==> src/rtl/string_byte_streamer.sv <==
// ---------------------------------------------------------------------------
// string_byte_streamer
//
// Purpose:
//   Streams a packed string vector out one character per valid/ready
//   transfer. The first character is taken from the most significant
//   occupied byte.
//
//   The string and its effective length are captured when the stream starts.
//   The source may therefore change while the stream is still being sent.
//
// Ports:
//   c           clock; all state updates on its rising edge
//   rst_n       asynchronous active-low reset
//   str         packed string; n chars occupy [8*n-1:0], first at [8*n-1 -: 8]
//   len         number of characters to send (clamped to MAX_CHARS)
//   start       begin streaming; only honoured while idle
//   byte_data   current character (0 when not valid)
//   byte_valid  byte_data holds a character to transfer
//   byte_ready  consumer accepts byte_data when high with byte_valid
//   busy        high while characters are being sent
//   done        one-cycle pulse after the last transfer (or an empty string)
// ---------------------------------------------------------------------------
module string_byte_streamer #(
  parameter  int MAX_CHARS = 16,
  localparam int LEN_W     = $clog2(MAX_CHARS + 1)
) (
  input  logic                   c,
  input  logic                   rst_n,
  input  logic [8*MAX_CHARS-1:0] str,
  input  logic [LEN_W-1:0]       len,
  input  logic                   start,
  output logic [7:0]             byte_data,
  output logic                   byte_valid,
  input  logic                   byte_ready,
  output logic                   busy,
  output logic                   done
);

  typedef enum logic [1:0] {
    IDLE = 2'd0,
    SEND = 2'd1,
    DONE = 2'd2
  } state_t;

  state_t                 state_q, state_d;
  logic [LEN_W-1:0]       cnt_q, cnt_d;        // bytes still to transfer
  logic [8*MAX_CHARS-1:0] shadow_q, shadow_d;  // captured string

  logic [LEN_W-1:0]       len_eff;
  logic [LEN_W-1:0]       cur_idx;

  // A length beyond the vector capacity sends the whole vector.
  assign len_eff = (len > LEN_W'(MAX_CHARS)) ? LEN_W'(MAX_CHARS) : len;

  // The remaining-byte count doubles as a pointer.
  // With cnt bytes left, the current character is byte (cnt-1) counted from the LSB.
  assign cur_idx = cnt_q - LEN_W'(1);

  always_ff @(posedge c or negedge rst_n) begin
    if (!rst_n) begin
      state_q  <= IDLE;
      cnt_q    <= '0;
      shadow_q <= '0;
    end else begin
      state_q  <= state_d;
      cnt_q    <= cnt_d;
      shadow_q <= shadow_d;
    end
  end

  always_comb begin
    state_d  = state_q;
    cnt_d    = cnt_q;
    shadow_d = shadow_q;
    case (state_q)
      IDLE: begin
        if (start) begin
          shadow_d = str;
          cnt_d    = len_eff;
          state_d  = (len_eff == '0) ? DONE : SEND;
        end
      end
      SEND: begin
        if (byte_ready) begin
          // cnt is always >= 1 in SEND, so this decrement cannot wrap.
          cnt_d = cnt_q - LEN_W'(1);
          if (cnt_q == LEN_W'(1)) begin
            state_d = DONE;
          end
        end
      end
      DONE: begin
        state_d = IDLE;
      end
      default: begin
        state_d = IDLE;
      end
    endcase
  end

  // The outputs decode the asynchronously reset state directly.
  // As a result, they fall as soon as rst_n asserts, without waiting for a clock edge.
  assign byte_valid = (state_q == SEND);
  assign busy       = (state_q == SEND);
  assign done       = (state_q == DONE);
  assign byte_data  = (state_q == SEND) ? shadow_q[{cur_idx, 3'b000} +: 8] : 8'h00;

endmodule

==> config.mk <==
export PLATFORM = sky130hd
export DESIGN_NAME = string_byte_streamer
export DESIGN_NICKNAME = d
export VERILOG_FILES = /design/src/rtl/string_byte_streamer.sv
export SDC_FILE = /design/constraint.sdc
export NUM_CORES = 1
export LEC_CHECK = 0
export BUFFER_PORTS_ARGS = -buffer_cell sky130_fd_sc_hd__buf_2
export CORE_MARGIN = 8
export CORE_UTILIZATION = 35
export CTS_CLUSTER_SIZE = 20
export DETAILED_ROUTE_END_ITERATION = 8
export SYNTH_ARGS = -nofsm -noshare
export SYNTH_HDL_FRONTEND = slang
export SYNTH_SLANG_ARGS = --single-unit
==> constraint.sdc <==
create_clock -name c -period 2.4 [get_ports c]
set_input_delay 0.24 -clock c [delete_from_list [all_inputs] [get_ports c]]
set_output_delay 0.24 -clock c [all_outputs]
set_load 0.005 [all_outputs]
* Word-level counts from Yosys, hierarchy flattened *
Cells that the tools add are included.
Widths: inputs -> output; s select.

word-level totals
  register bits = 135
  bits in latches = 0
  bits in writable memories = 0
  ROM bits = 0
  bits of input ports = 137
  output and inout bits = 11
  logic and storage cells = 28
  memories kept = 0

cells by class
  $add $sub $neg = 1
  multiply operators = 0
  div/mod/pow operators = 0
  magnitude comparators = 1
  eq/ne operators = 6
  shift operators = 1
  muxes and demuxes = 10
  bitwise logic cells = 0
  reduce and logical (&&, ||, !) cells = 6

operator list
  kind                 count
  $shiftx 128x9->8     1
  $mux 5               3
  $pmux 5 s2           1
  $mux 2               4
  $mux 8               1
  $reduce_and 3->1     2
  $eq 5x1->1 const B   1
  $gt 5x5->1 const B   1
  $logic_not 5->1      1
  $sub 5x1->5 const B  1
  $ne 2x2->1 const B   2
  $pmux 2 s2           1
  $eq 2x1->1 const B   1
  $eq 2x2->1 const B   1
  $logic_not 2->1      1
  $ne 2x1->1 const B   1
  $reduce_and 2->1     1
  $reduce_bool 2->1    1

* Depth between registers and ports, before layout *
  word-level depth = 6
  mapped depth = 9
  mapped depth without buffers = 6

* Worst setup path after synthesis *
No wires, ideal clock.

  path type = register to output
  from = register cnt_q[0]
  to = output port byte_data[6]
  arrival = 2016 ps
  data required time = 2160 ps
  slack = 144 ps
  stages on the path, launching flop included = 10
  path buffers = 3
  path through = dfrtp_1 buf_4 inv_1 ha_1 buf_4 xnor2_2 buf_2 mux2i_1 a41oi_1 a211oi_1

between the ends
  word-level cells in the longest chain between the ends = 3

ends and longest elaborated chain
  what                    RTL line  text
  start, declared         47        logic [LEN_W-1:0] cnt_q, cnt_d;
  start signal, assigned  67        cnt_q <= cnt_d;
  $sub 5x1->5             58        assign cur_idx = cnt_q - LEN_W'(1);
  $shiftx 128x9->8        107       assign byte_data = (state_q == SEND) ? shadow_q[{cur_idx, 3'b000} +: 8] : 8'h00;
  $mux 8                  107
  end, declared           33        output logic [7:0] byte_data,

No other way between the ends.

* Worst setup path in the final report *
  from = register cnt_q[0]
  to = output port byte_data[1]

Same word-level chain as after synthesis.

==> results.txt <==
The floorplan has 49 rows. The endpoint identified for the worst register-to-register timing path is shadow_q[118]. The largest total area in the synthesized netlist belongs to sky130_fd_sc_hd__dfrtp_1. Of the post-synthesis cell area, the dominant cell type holds 53.03%.

In this run the vertical extent of the chip is 150.9 um. The final reports fail on setup timing. Together, buffers and inverters on the worst path number 4. The Yosys step of the flow raised 0 warnings. sky130_fd_sc_hd__dfrtp_1 is the most common cell in the netlist.

The tool flagged a number of max-cap violations equal to 0. Number of hold violations in the final report: 0. The maximum net fanout on the critical path works out to 6. Detailed routing inserted a total of 4,426 vias. The minimum clock period works out to 2601 ps.

The async set-or-reset flop fraction in the synthesized netlist is 100.0%, and the number of different library cells in the post-synthesis netlist is 37. Setup repair after global routing could not meet its margin everywhere. For the last weighted congestion value of the routability-driven placer, the log shows 0.8462. Global routing consumed, over all layers together, 16.15% of the routing resources. The critical path goes through inv_2 -> ha_4 -> buf_6 -> xor2_4 -> buf_12 -> mux2i_4 -> a32oi_1 -> a41o_1 -> buf_2. After synthesis, the most frequently instantiated cells are 135 x sky130_fd_sc_hd__dfrtp_1, 129 x sky130_fd_sc_hd__mux2_2, 43 x sky130_fd_sc_hd__nand2_1. The detail-routed net length per standard cell was 19.79 um; the worst clock skew on the final layout was 6.270 ps.

In this run the most critical hold path is launched from str[78]. For the initial antenna violation count, the log shows 0. Cells with a size suffix above 1 make up 58.72% of the layout.

Number of cells traversed by the worst hold path: 2. For this design, the slowest cell found on the critical path is sky130_fd_sc_hd__dfrtp_2. Detailed routing placed a total of 1208 um of wire on met3. For this design, the sink count on the clock tree is 135. The clock passes through at most 2 buffers. The slack of the critical path came out at -201.3 ps.

The tools report the total routed wire length on the met1 layer as 7309 um. Of the synthesized area, sequential elements account for 53.03%. For the area of the multi-input gates, the log shows 2948 sq um.

The tools report the die area as 22,770 sq um. The worst-case reg-to-reg path depth works out to 4. Placement-stage worst setup slack: 16.17 ps. Data on the critical path is required at its endpoint by 2160 ps.

For the number of H-tree levels, the log shows 4. Entering global routing, the biggest net connects 47 pins. The repair_antennas step left the layout with diodes totalling 0. The detail route stage leaves a number of antenna-violating nets equal to 0. The mean area per synthesized cell was 13.70 sq um. Counting every instance in the synthesized netlist gives 465.

The run gives 3381 sq um as the storage element area. The launch instance of the worst register-to-register path is state_q[0]. For hold timing, the worst endpoint is shadow_q[78]. After synthesis, the largest family of logic cells by area is multiplexers. The die span in x came out at 150.9 um.

Once detailed placement completed, the half-perimeter wirelength came to 13,320 um. The compound-cell area share of the yosys netlist works out to 3.830%. In the synthesized netlist the dominant register cell turns out to be sky130_fd_sc_hd__dfrtp_1. The portion of synthesized area spent on multiplexers is 31.51%. The number of nets in the finished design is 780, and the clock transition at the registers of the reported paths is 60 ps. The run gives 58.22% as the worst relative slew slack. Summing every instance area after synthesis gives 6370 sq um. The area growth from synthesis to layout is 32.25%. The maximum operating frequency was 384.4 MHz. After synthesis, the cell types taking the most area are sky130_fd_sc_hd__dfrtp_1 53%, sky130_fd_sc_hd__mux2_2 23%, sky130_fd_sc_hd__mux4_2 5.7%. Dividing total power by cell area gives a power density of 1624 nW/um^2. The overall power consumption was 13.68 mW. The pre-antenna-repair detailed-routing pass consisted of 4 iterations.

The post-detailed-route via-to-cell ratio was 5.012. Across the VDD grid, the largest voltage drop is 0.8557 mV. The worst setup path is of the flop to output pin kind. The tools report the kind of launch point of the worst setup path as a flop.

Uppermost metal layer occupied by signal nets: met4. The first-pass GRT wire length came out at 27,490 um. The total of endpoints with negative setup slack in the final report was 8; the number of enable-type register cells in the synthesized netlist was 0. TritonCTS built the clock tree. In the finished design, the share of the clock period the worst path needs comes to 108.4%.

The total congestion overflow came out at 0. The tools report the clock tree root driver cell as sky130_fd_sc_hd__clkbuf_16. Of the total synthesized cell area, the portion taken by AND, OR, NAND and NOR gates is 7.366%. The number of DRC violations after detailed routing was 0. Kind of end point of the critical path: an output pin. Max-slew violation total from the final report: 0. For this design the static power due to leakage is 3.751 nW.

The number of nets in the synthesized netlist is 604. The arrival time at the worst endpoint was 2360 ps; the number of global-route vias before repair was 5,045. The initial utilization of the core area, before any placement, comes to 35.58%.

For the pin with the worst max-slew slack, the measured transition is 624.4 ps. The largest incremental delay on the critical path was 420 ps; the total I/O pin count was 148. Summed over all layers, the routed wires come to 17,480 um. The flow ran to the end, but the final reports show violations. Count of state elements after synthesis: 135.

The number of buffers added by the clock tree synthesis step is 17, and the setup slack of the most critical reg-to-reg path is 570 ps. Count of port buffers added during placement: 147. The logs give 17,900 sq um for the core outline area and 8726 um for the detailed route wirelength on metal2. The dominant delay contributor by cell family on the critical path is buffers and inverters. The type of the worst min-delay path was input pin to flop. The first routing iteration left 206 violations.

After Yosys synthesis, full adders, half adders and majority gates account for 0.3929% of the synthesized area. The filler cell count was 1,644; the xor/xnor share of the synthesized area was 0.9625%. For the insertion delay to the later sink of the worst-skew pair, the log shows 420 ps.
-- per-layer routing --
metal / vias to the layer above / GRT usage [%]
met5: - / 0
met4: 0 / 4.998
met3: 17 / 4.721
met2: 141 / 27.19
met1: 2210 / 19.60
li1: 2058 / -
-- layout make-up --
| type | count | share of cell area (%) |
|---|---|---|
| timing repair buffer | 187 | 14.18 |
| clock inverter | 11 | 1.767 |
| sequential | 135 | 40.13 |
| clock buffer | 21 | 5.347 |
| inverter | 4 | 0.1782 |
| tap | 229 | 3.401 |
| multi-input combinational | 296 | 34.99 |
-- worst max-delay path by stage --
stage / start / end / slack [ps] / depth (start not counted)
after floorplan: cnt_q[0] / byte_data[6] / 140 / 9
after global placement: cnt_q[0] / byte_data[1] / 60 / 6
after detailed placement: cnt_q[0] / byte_data[4] / 20 / 9
after CTS: cnt_q[0] / byte_data[5] / -230 / 9
after global routing: cnt_q[0] / byte_data[7] / -290 / 6
final: cnt_q[0] / byte_data[1] / -200 / 9
-- through the flow --
stage | instance area (sq um) | hold WS (ps) | std cells | TNS, ps | utilization (%)
after floorplan | 6370 | -55.59 | 465 | 0 | -
after global placement | 7498 | 180.8 | 836 | 0 | 41.89
after detailed placement | 7498 | 191.4 | 836 | 0 | 41.89
after CTS | 8409 | 30.42 | 882 | -1622 | 46.97
after global routing | 8424 | 33.43 | 883 | -2244 | 47.06
final | 8424 | 48.76 | 883 | -1471 | 47.06
-- state kept, by name, indices dropped and copies added, names as in the netlist --
signal and count:
state_q 2, cnt_q 5, shadow_q 128
-- kinds of logic after synthesis --
logic type | after synthesis
xor+xnor | 4
flops | 135
buf+inv | 34
fa+ha+maj | 2
mux | 164
simple gates | 95
compound gates | 31
-- timing repair --
| action | 4_1_cts | 5_1_grt |
|---|---|---|
| resized for setup | 32 | 1 |
| setup endpoints to repair | 8 | 8 |
| gates cloned | 2 | 0 |
| hold buffers | 1 | 0 |
| pin swaps | 11 | 2 |
| endpoints found under the hold margin | 40 | 0 |
| setup buffers | 11 | 1 |
-- worst reg2reg max path, cell delays in order (launching register included) --
cell                      delay (ps)
sky130_fd_sc_hd__dfrtp_1         470
sky130_fd_sc_hd__nor3b_4         340
sky130_fd_sc_hd__buf_12          260
sky130_fd_sc_hd__buf_4           280
sky130_fd_sc_hd__mux2_2          360
-- power by group --
group	switching, mW	total (mW)	internal [mW]
combinational	3.03	6.82	3.79
sequential	0.766	4.22	3.46
clock	0.979	2.64	1.66
-- cells in the final DEF (no fill, tap or decap), types with 3 or more instances in the layout --
cell type,n
sky130_fd_sc_hd__a21oi_1,5
sky130_fd_sc_hd__a32oi_1,6
sky130_fd_sc_hd__a41o_1,7
sky130_fd_sc_hd__buf_12,7
sky130_fd_sc_hd__buf_2,146
sky130_fd_sc_hd__buf_4,26
sky130_fd_sc_hd__buf_6,3
sky130_fd_sc_hd__bufinv_16,3
sky130_fd_sc_hd__clkbuf_1,3
sky130_fd_sc_hd__clkbuf_16,17
sky130_fd_sc_hd__clkinvlp_4,3
sky130_fd_sc_hd__dfrtp_1,133
sky130_fd_sc_hd__mux2_2,129
sky130_fd_sc_hd__mux2i_1,11
sky130_fd_sc_hd__mux2i_4,6
sky130_fd_sc_hd__mux4_2,16
sky130_fd_sc_hd__nand2_1,43
sky130_fd_sc_hd__nand3_1,15
sky130_fd_sc_hd__nor2_1,5
sky130_fd_sc_hd__nor2b_1,5
sky130_fd_sc_hd__nor3_1,11
sky130_fd_sc_hd__nor3b_1,5
sky130_fd_sc_hd__o21ai_0,3
Note: power is estimated with default switching activity, not from simulation.
